==> config.mk <==
export PLATFORM = sky130hd
export DESIGN_NAME = intc
export DESIGN_NICKNAME = d
export VERILOG_FILES = /design/src/rtl/intc_pkg.sv /design/src/rtl/intc_prio_enc.sv /design/src/rtl/intc.sv
export SDC_FILE = /design/constraint.sdc
export NUM_CORES = 1
export LEC_CHECK = 0
export CORE_ASPECT_RATIO = 1.5
export CORE_MARGIN = 1
export CORE_UTILIZATION = 39
export DETAILED_ROUTE_END_ITERATION = 12
export PLACE_DENSITY = 0.81
export SLEW_MARGIN = 30
export SYNTH_ARGS = -nofsm -noshare
export SYNTH_HDL_FRONTEND = slang
export SYNTH_SLANG_ARGS = --single-unit
==> constraint.sdc <==
create_clock -name clk -period 2.69 [get_ports clk]
set_input_delay 0.807 -clock clk [delete_from_list [all_inputs] [get_ports clk]]
set_output_delay 0.807 -clock clk [all_outputs]
set_load 0.02 [all_outputs]
==> src/rtl/intc_pkg.sv <==
// Shared constants for the interrupt controller: register offsets, IRQ state
// encoding and the claim ID width.
package intc_pkg;

  localparam logic [2:0] INTC_PENDING = 3'd0;
  localparam logic [2:0] INTC_ENABLE  = 3'd1;
  localparam logic [2:0] INTC_FIQSEL  = 3'd2;
  localparam logic [2:0] INTC_CLAIM   = 3'd3;
  localparam logic [2:0] INTC_EOI     = 3'd4;
  localparam logic [2:0] INTC_RAW     = 3'd5;

  localparam int INTC_ID_W = 5;

  typedef enum logic [1:0] {
    INTC_IDLE    = 2'd0,
    INTC_ASSERT  = 2'd1,
    INTC_SERVICE = 2'd2
  } intc_state_e;

endpackage

==> src/rtl/intc_prio_enc.sv <==
// Lowest-index-first priority encoder; returns index+1, or 0 when no request.
module intc_prio_enc
  import intc_pkg::*;
#(
  parameter int NSRC = 8
) (
  input  logic [NSRC-1:0]      req_i,
  output logic [INTC_ID_W-1:0] id_o
);

  // Scan from the top so the lowest set index is the last one written.
  always_comb begin
    id_o = '0;
    for (int i = NSRC - 1; i >= 0; i--) begin
      if (req_i[i]) id_o = INTC_ID_W'(i + 1);
    end
  end

endmodule

==> src/rtl/intc.sv <==
// Memory-mapped interrupt controller: edge-latched pending bits, IRQ/FIQ
// classification, and a claim/EOI handshake for IRQ-class sources.
module intc
  import intc_pkg::*;
#(
  parameter int          NSRC = 8,
  parameter logic [31:0] BASE = 32'h0000_0100
) (
  input  logic            clk,
  input  logic            reset,
  input  logic [NSRC-1:0] src,
  input  logic [31:0]     addr,
  input  logic            we,
  input  logic            re,
  input  logic [31:0]     write_data,
  output logic [31:0]     read_data,
  output logic            irq,
  output logic            firq
);

  logic [NSRC-1:0]      src_q;
  logic [NSRC-1:0]      pending_q, pending_d;
  logic [NSRC-1:0]      enable_q, fiqsel_q;
  logic [NSRC-1:0]      irq_elig, fiq_elig;
  logic [NSRC-1:0]      w1c_mask, claim_clr;
  logic [INTC_ID_W-1:0] top_id;
  logic [INTC_ID_W-1:0] active_id_q, active_id_d;
  intc_state_e          state_q, state_d;
  logic                 irq_q, firq_q;

  logic                 hit;
  logic [2:0]           sel;
  logic                 wr_hit, claim_rd, eoi_wr;
  logic                 unused_ok;

  assign hit       = (addr[31:5] == BASE[31:5]);
  assign sel       = addr[4:2];
  assign wr_hit    = we & hit;
  assign claim_rd  = re & hit & (sel == INTC_CLAIM);
  assign eoi_wr    = wr_hit & (sel == INTC_EOI);
  assign unused_ok = ^{addr[1:0], write_data};

  assign irq_elig = pending_q & enable_q & ~fiqsel_q;
  assign fiq_elig = pending_q & enable_q & fiqsel_q;

  intc_prio_enc #(.NSRC(NSRC)) u_prio_enc (
    .req_i (irq_elig),
    .id_o  (top_id)
  );

  always_comb begin
    read_data = '0;
    if (hit) begin
      case (sel)
        INTC_PENDING: read_data = 32'(pending_q);
        INTC_ENABLE:  read_data = 32'(enable_q);
        INTC_FIQSEL:  read_data = 32'(fiqsel_q);
        INTC_CLAIM:   if (state_q == INTC_ASSERT) read_data = 32'(top_id);
        INTC_RAW:     read_data = 32'(src);
        default:      read_data = '0;
      endcase
    end
  end

  always_comb begin
    state_d     = state_q;
    active_id_d = active_id_q;
    claim_clr   = '0;
    case (state_q)
      INTC_IDLE: begin
        if (|irq_elig) state_d = INTC_ASSERT;
      end
      INTC_ASSERT: begin
        if (claim_rd) begin
          if (top_id != '0) begin
            claim_clr   = NSRC'(1) << (top_id - 1'b1);
            active_id_d = top_id;
            state_d     = INTC_SERVICE;
          end else begin
            state_d = INTC_IDLE;
          end
        end else if (!(|irq_elig)) begin
          state_d = INTC_IDLE;
        end
      end
      INTC_SERVICE: begin
        if (eoi_wr && (write_data[INTC_ID_W-1:0] == active_id_q)) state_d = INTC_IDLE;
      end
      default: state_d = INTC_IDLE;
    endcase
  end

  // A new edge wins over a clear (W1C or claim) of the same bit.
  assign w1c_mask  = (wr_hit && (sel == INTC_PENDING)) ? write_data[NSRC-1:0] : '0;
  assign pending_d = (pending_q & ~(w1c_mask | claim_clr)) | (src & ~src_q);

  always_ff @(posedge clk) begin
    if (reset) begin
      src_q       <= src;
      pending_q   <= '0;
      enable_q    <= '0;
      fiqsel_q    <= '0;
      active_id_q <= '0;
      state_q     <= INTC_IDLE;
      irq_q       <= 1'b0;
      firq_q      <= 1'b0;
    end else begin
      src_q       <= src;
      pending_q   <= pending_d;
      active_id_q <= active_id_d;
      state_q     <= state_d;
      irq_q       <= (state_d == INTC_ASSERT);
      firq_q      <= |fiq_elig;
      if (wr_hit && (sel == INTC_ENABLE)) enable_q <= write_data[NSRC-1:0];
      if (wr_hit && (sel == INTC_FIQSEL)) fiqsel_q <= write_data[NSRC-1:0];
    end
  end

  assign irq  = irq_q;
  assign firq = firq_q;

endmodule

==> results.sh <==
export IMPL_dp_hpwl_mm=6.65
export IMPL_worstHoldPathType="reg2reg"
export IMPL_ys_warn_count=0
export IMPL_rsz0062_at_grt="true"
export IMPL_place_gp_congestion=1.00
export IMPL_cp_arrival_ns=1.93
export IMPL_p_leak_nw=1.64
export IMPL_path_max_fanout=5
export IMPL_period_share_pct=102
export IMPL_crit_path_frequent_cell="buf_6"
export IMPL_cts_sinks=40
export IMPL_rows=35
export IMPL_yosysTopAreaCell="dfxtp_1"
export IMPL_grt_usage_pct=27.6
export IMPL_maxCapViolCount=0
export IMPL_fin_ws_ns=-0.0433
export IMPL_dpl_cell_count=479
export IMPL_syn_area_sq_um=2570
export IMPL_hold_viol=0
export IMPL_cts_hold_buf=0
export IMPL_initial_utilization_pct=41.0
export IMPL_final_util_pct=63.5
export IMPL_violations="negative setup slack"
export IMPL_status="complete, but fails checks"
export IMPL_path_clk_slew_ns=0.09
export IMPL_critical_path_top_delay_family="simple AND/OR/NAND/NOR gates"
export IMPL_avgSynthCellArea_sq_um=8.43
export IMPL_rrSetupSlack_ns=0.07
export IMPL_r2r_start="pending_q[2]$_SDFF_PP0_"
export IMPL_wl_per_cell_um=18.8
export IMPL_clk_latency_ns=0.30
export IMPL_min_path_cells=2
export IMPL_ir_drop_mv=0.267
export IMPL_setup_tns_ns=-0.162
export IMPL_instances_no_fill=493
export IMPL_vias_per_cell=5.94
export IMPL_fin_area_sq_um=3980
export IMPL_synth_top_cell_area_share_pct=31.2
export IMPL_gr_total_overflow=0
export IMPL_crit_type="in2out"
export IMPL_grt_pass1_wl_mm=14.0
export IMPL_slew_headroom_pct=65.2
export IMPL_antenna_found_initial=0
export IMPL_synthArstFlopShare_pct=0
export IMPL_synth_edf_count=0
export IMPL_synthTopCellsByArea="dfxtp_1 31%, mux2i_1 9.3%, buf_4 8.2%"
export IMPL_initialDrtViolationCount=254
export IMPL_grt_pass1_vias=2969
export IMPL_worstPathCellList="buf_6, nor4_4, and4_4, nand3_4, buf_12, a21oi_4, buf_6"
export IMPL_startpoint_type="input pin"
export IMPL_crit_slowest_cell="and4_4"
export IMPL_cts_buffer_depth=2
export IMPL_ys_seq_area_share_pct=31.2
export IMPL_cts_buffers=5
export IMPL_cts_tree="done"
export IMPL_io_pins=110
export IMPL_core_area_sq_um=6260
export IMPL_antenna_cells=0
export IMPL_fillers=495
export IMPL_rr_worst_depth=11
export IMPL_die_area_sq_um=6920
export IMPL_min_from="active_id_q[3]$_SDFFE_PP0P_"
export IMPL_dieHeight_um=101
export IMPL_ys_flop_type="dfxtp_1"
export IMPL_routed_wl_mm=9.25
export IMPL_dr_pass1_iters=5
export IMPL_ant_nets=0
export IMPL_crit_path_start="addr[31]"
export IMPL_ys_types=54
export IMPL_die_x_um=68.3
export IMPL_setup_viol=6
export IMPL_endpoint_kind="output port"
export IMPL_fin_crit_ns=2.73
export IMPL_min_to="active_id_q[3]$_SDFFE_PP0P_"
export IMPL_drc_errors=0
export IMPL_nets=495
export IMPL_cpPeakStageDelay_ns=0.27
export IMPL_area_delta_synth_final_pct=54.8
export IMPL_timing_hold_ws_ns=0.495
export IMPL_fmax_mhz=366
export IMPL_place_area_sq_um=3650
export IMPL_cp_required_ns=1.88
export IMPL_critPathBufInv=3
export IMPL_drive_gt1_share_pct=36.0
export IMPL_htree_levels=2
export IMPL_max_slew_worst_pin_slew_ns=0.520
export IMPL_slew_viol_final=0
export IMPL_synth_seq_cells=40
export IMPL_num_vias=2929
export IMPL_timing_rr_end="pending_q[3]$_SDFF_PP0_"
export IMPL_clock_skew_ns=0.0125
export IMPL_grt_start_max_net_pins=15
export IMPL_synth_cells=305
export IMPL_power_density_nw_per_um2=328
export IMPL_io_buffers=59
export IMPL_clk_root_buffer_cell="clkbuf_8"
[synth_stat cells (4+ instances only)]
master	instances
nor2_1	38
a21oi_1	13
and3_1	8
nand3b_1	7
nor3_1	7
dfxtp_1	40
mux2i_1	24
nor3b_1	4
a2bb2oi_1	9
buf_4	28
a31oi_1	11
nand4_1	7
nand3_1	12
nor4_1	5
clkbuf_1	8
and3b_1	4
inv_1	5
nand2_1	13
o21ai_0	7
[state kept, by name (all words and copies together), names as in the netlist]
register and cells:
state_q 2, src_q 8, firq 1, enable_q 8, fiqsel_q 8, pending_q 8
active_id_q 4, irq 1
[tightest hold or removal path, delay by kind of cell (launching register included)]
kind	cells	cell delay, ns
AOI/OAI and AO/OA	2	0.13
DFF	1	0.33
[per-stage QoR]
stage / worst slack (ns) / power, mW
floorplan: -0.0341 / 0.753
global placement: -0.895 / 0.853
detailed placement: -0.919 / 0.858
CTS: -0.0460 / 1.29
global route: -0.101 / 1.35
finish: -0.0433 / 1.31
[where the power goes]
part / internal [mW] / switching (mW) / total (mW) / leakage, nW
sequential: 0.608 / 0.0126 / 0.621 / 0.327
clock: 0.208 / 0.216 / 0.424 / 0.0445
combinational: 0.127 / 0.135 / 0.262 / 1.27
[logic make-up after synthesis]
| group | count (synthesis) | synth area share (%) |
|---|---|---|
| xor gates and xnor gates | 4 | 1.36 |
| AOI/OAI and AO/OA | 67 | 18.6 |
| muxes | 24 | 9.35 |
| other | 1 | 0.146 |
| buffers and inverters | 46 | 11.4 |
| and+or+nand+nor | 122 | 27.5 |
| adders and majority gates | 1 | 0.487 |
| DFF | 40 | 31.2 |
[worst max-delay path by stage]
stage / depth (start not counted) / to
after floorplan: 6 / read_data[0]
after global placement: 8 / read_data[7]
after detailed placement: 8 / read_data[7]
after CTS: 7 / read_data[4]
after global routing: 7 / read_data[4]
final: 7 / read_data[4]
[per-layer routing]
metal	global-route usage (%)	wire length, um	vias up
met1	30.1	3330	1406
li1	-	-	1313
met3	4.62	612	46
met2	48.0	4850	164
met4	16.8	450	0
met5	0	0	-
[cell type report]
class | instances | area [sq um] | area share [%]
multi-input cells | 242 | 1880 | 47.3
inverters | 6 | 22.5 | 0.566
flip-flops and latches | 40 | 801 | 20.1
clock inverters | 1 | 7.51 | 0.189
well taps | 74 | 92.6 | 2.33
clock buffers | 7 | 86.3 | 2.17
repair buffers | 123 | 1090 | 27.3
[cell usage in the layout, fill, tap and decap left out, types with 4 or more instances in the layout]
cell type        Yosys  routed
a21oi_1             13       9
a2bb2oi_2            0       7
a31oi_1             11       9
and3_1               8       7
buf_12               0       4
buf_2                3      13
buf_4               28      60
buf_6                0      14
clkbuf_8             0       6
clkdlybuf4s15_1      0       7
clkdlybuf4s50_1      0      19
conb_1               1      24
dfxtp_1             40      40
inv_1                5       5
mux2i_1             24      21
nand2_1             13      12
nand3_1             12      11
nand3b_1             7       7
nand4_1              7       7
nor2_1              38      32
nor2_4               0       5
nor3_1               7       5
o21ai_0              7       7
[repair_timing]
action	4_1_cts	5_1_grt
pin swaps	26	13
endpoints found under the setup margin	8	14
cloned	1	0
buffers inserted	5	2
gates resized for setup	169	17
Note: power is estimated with default switching activity, not from simulation.
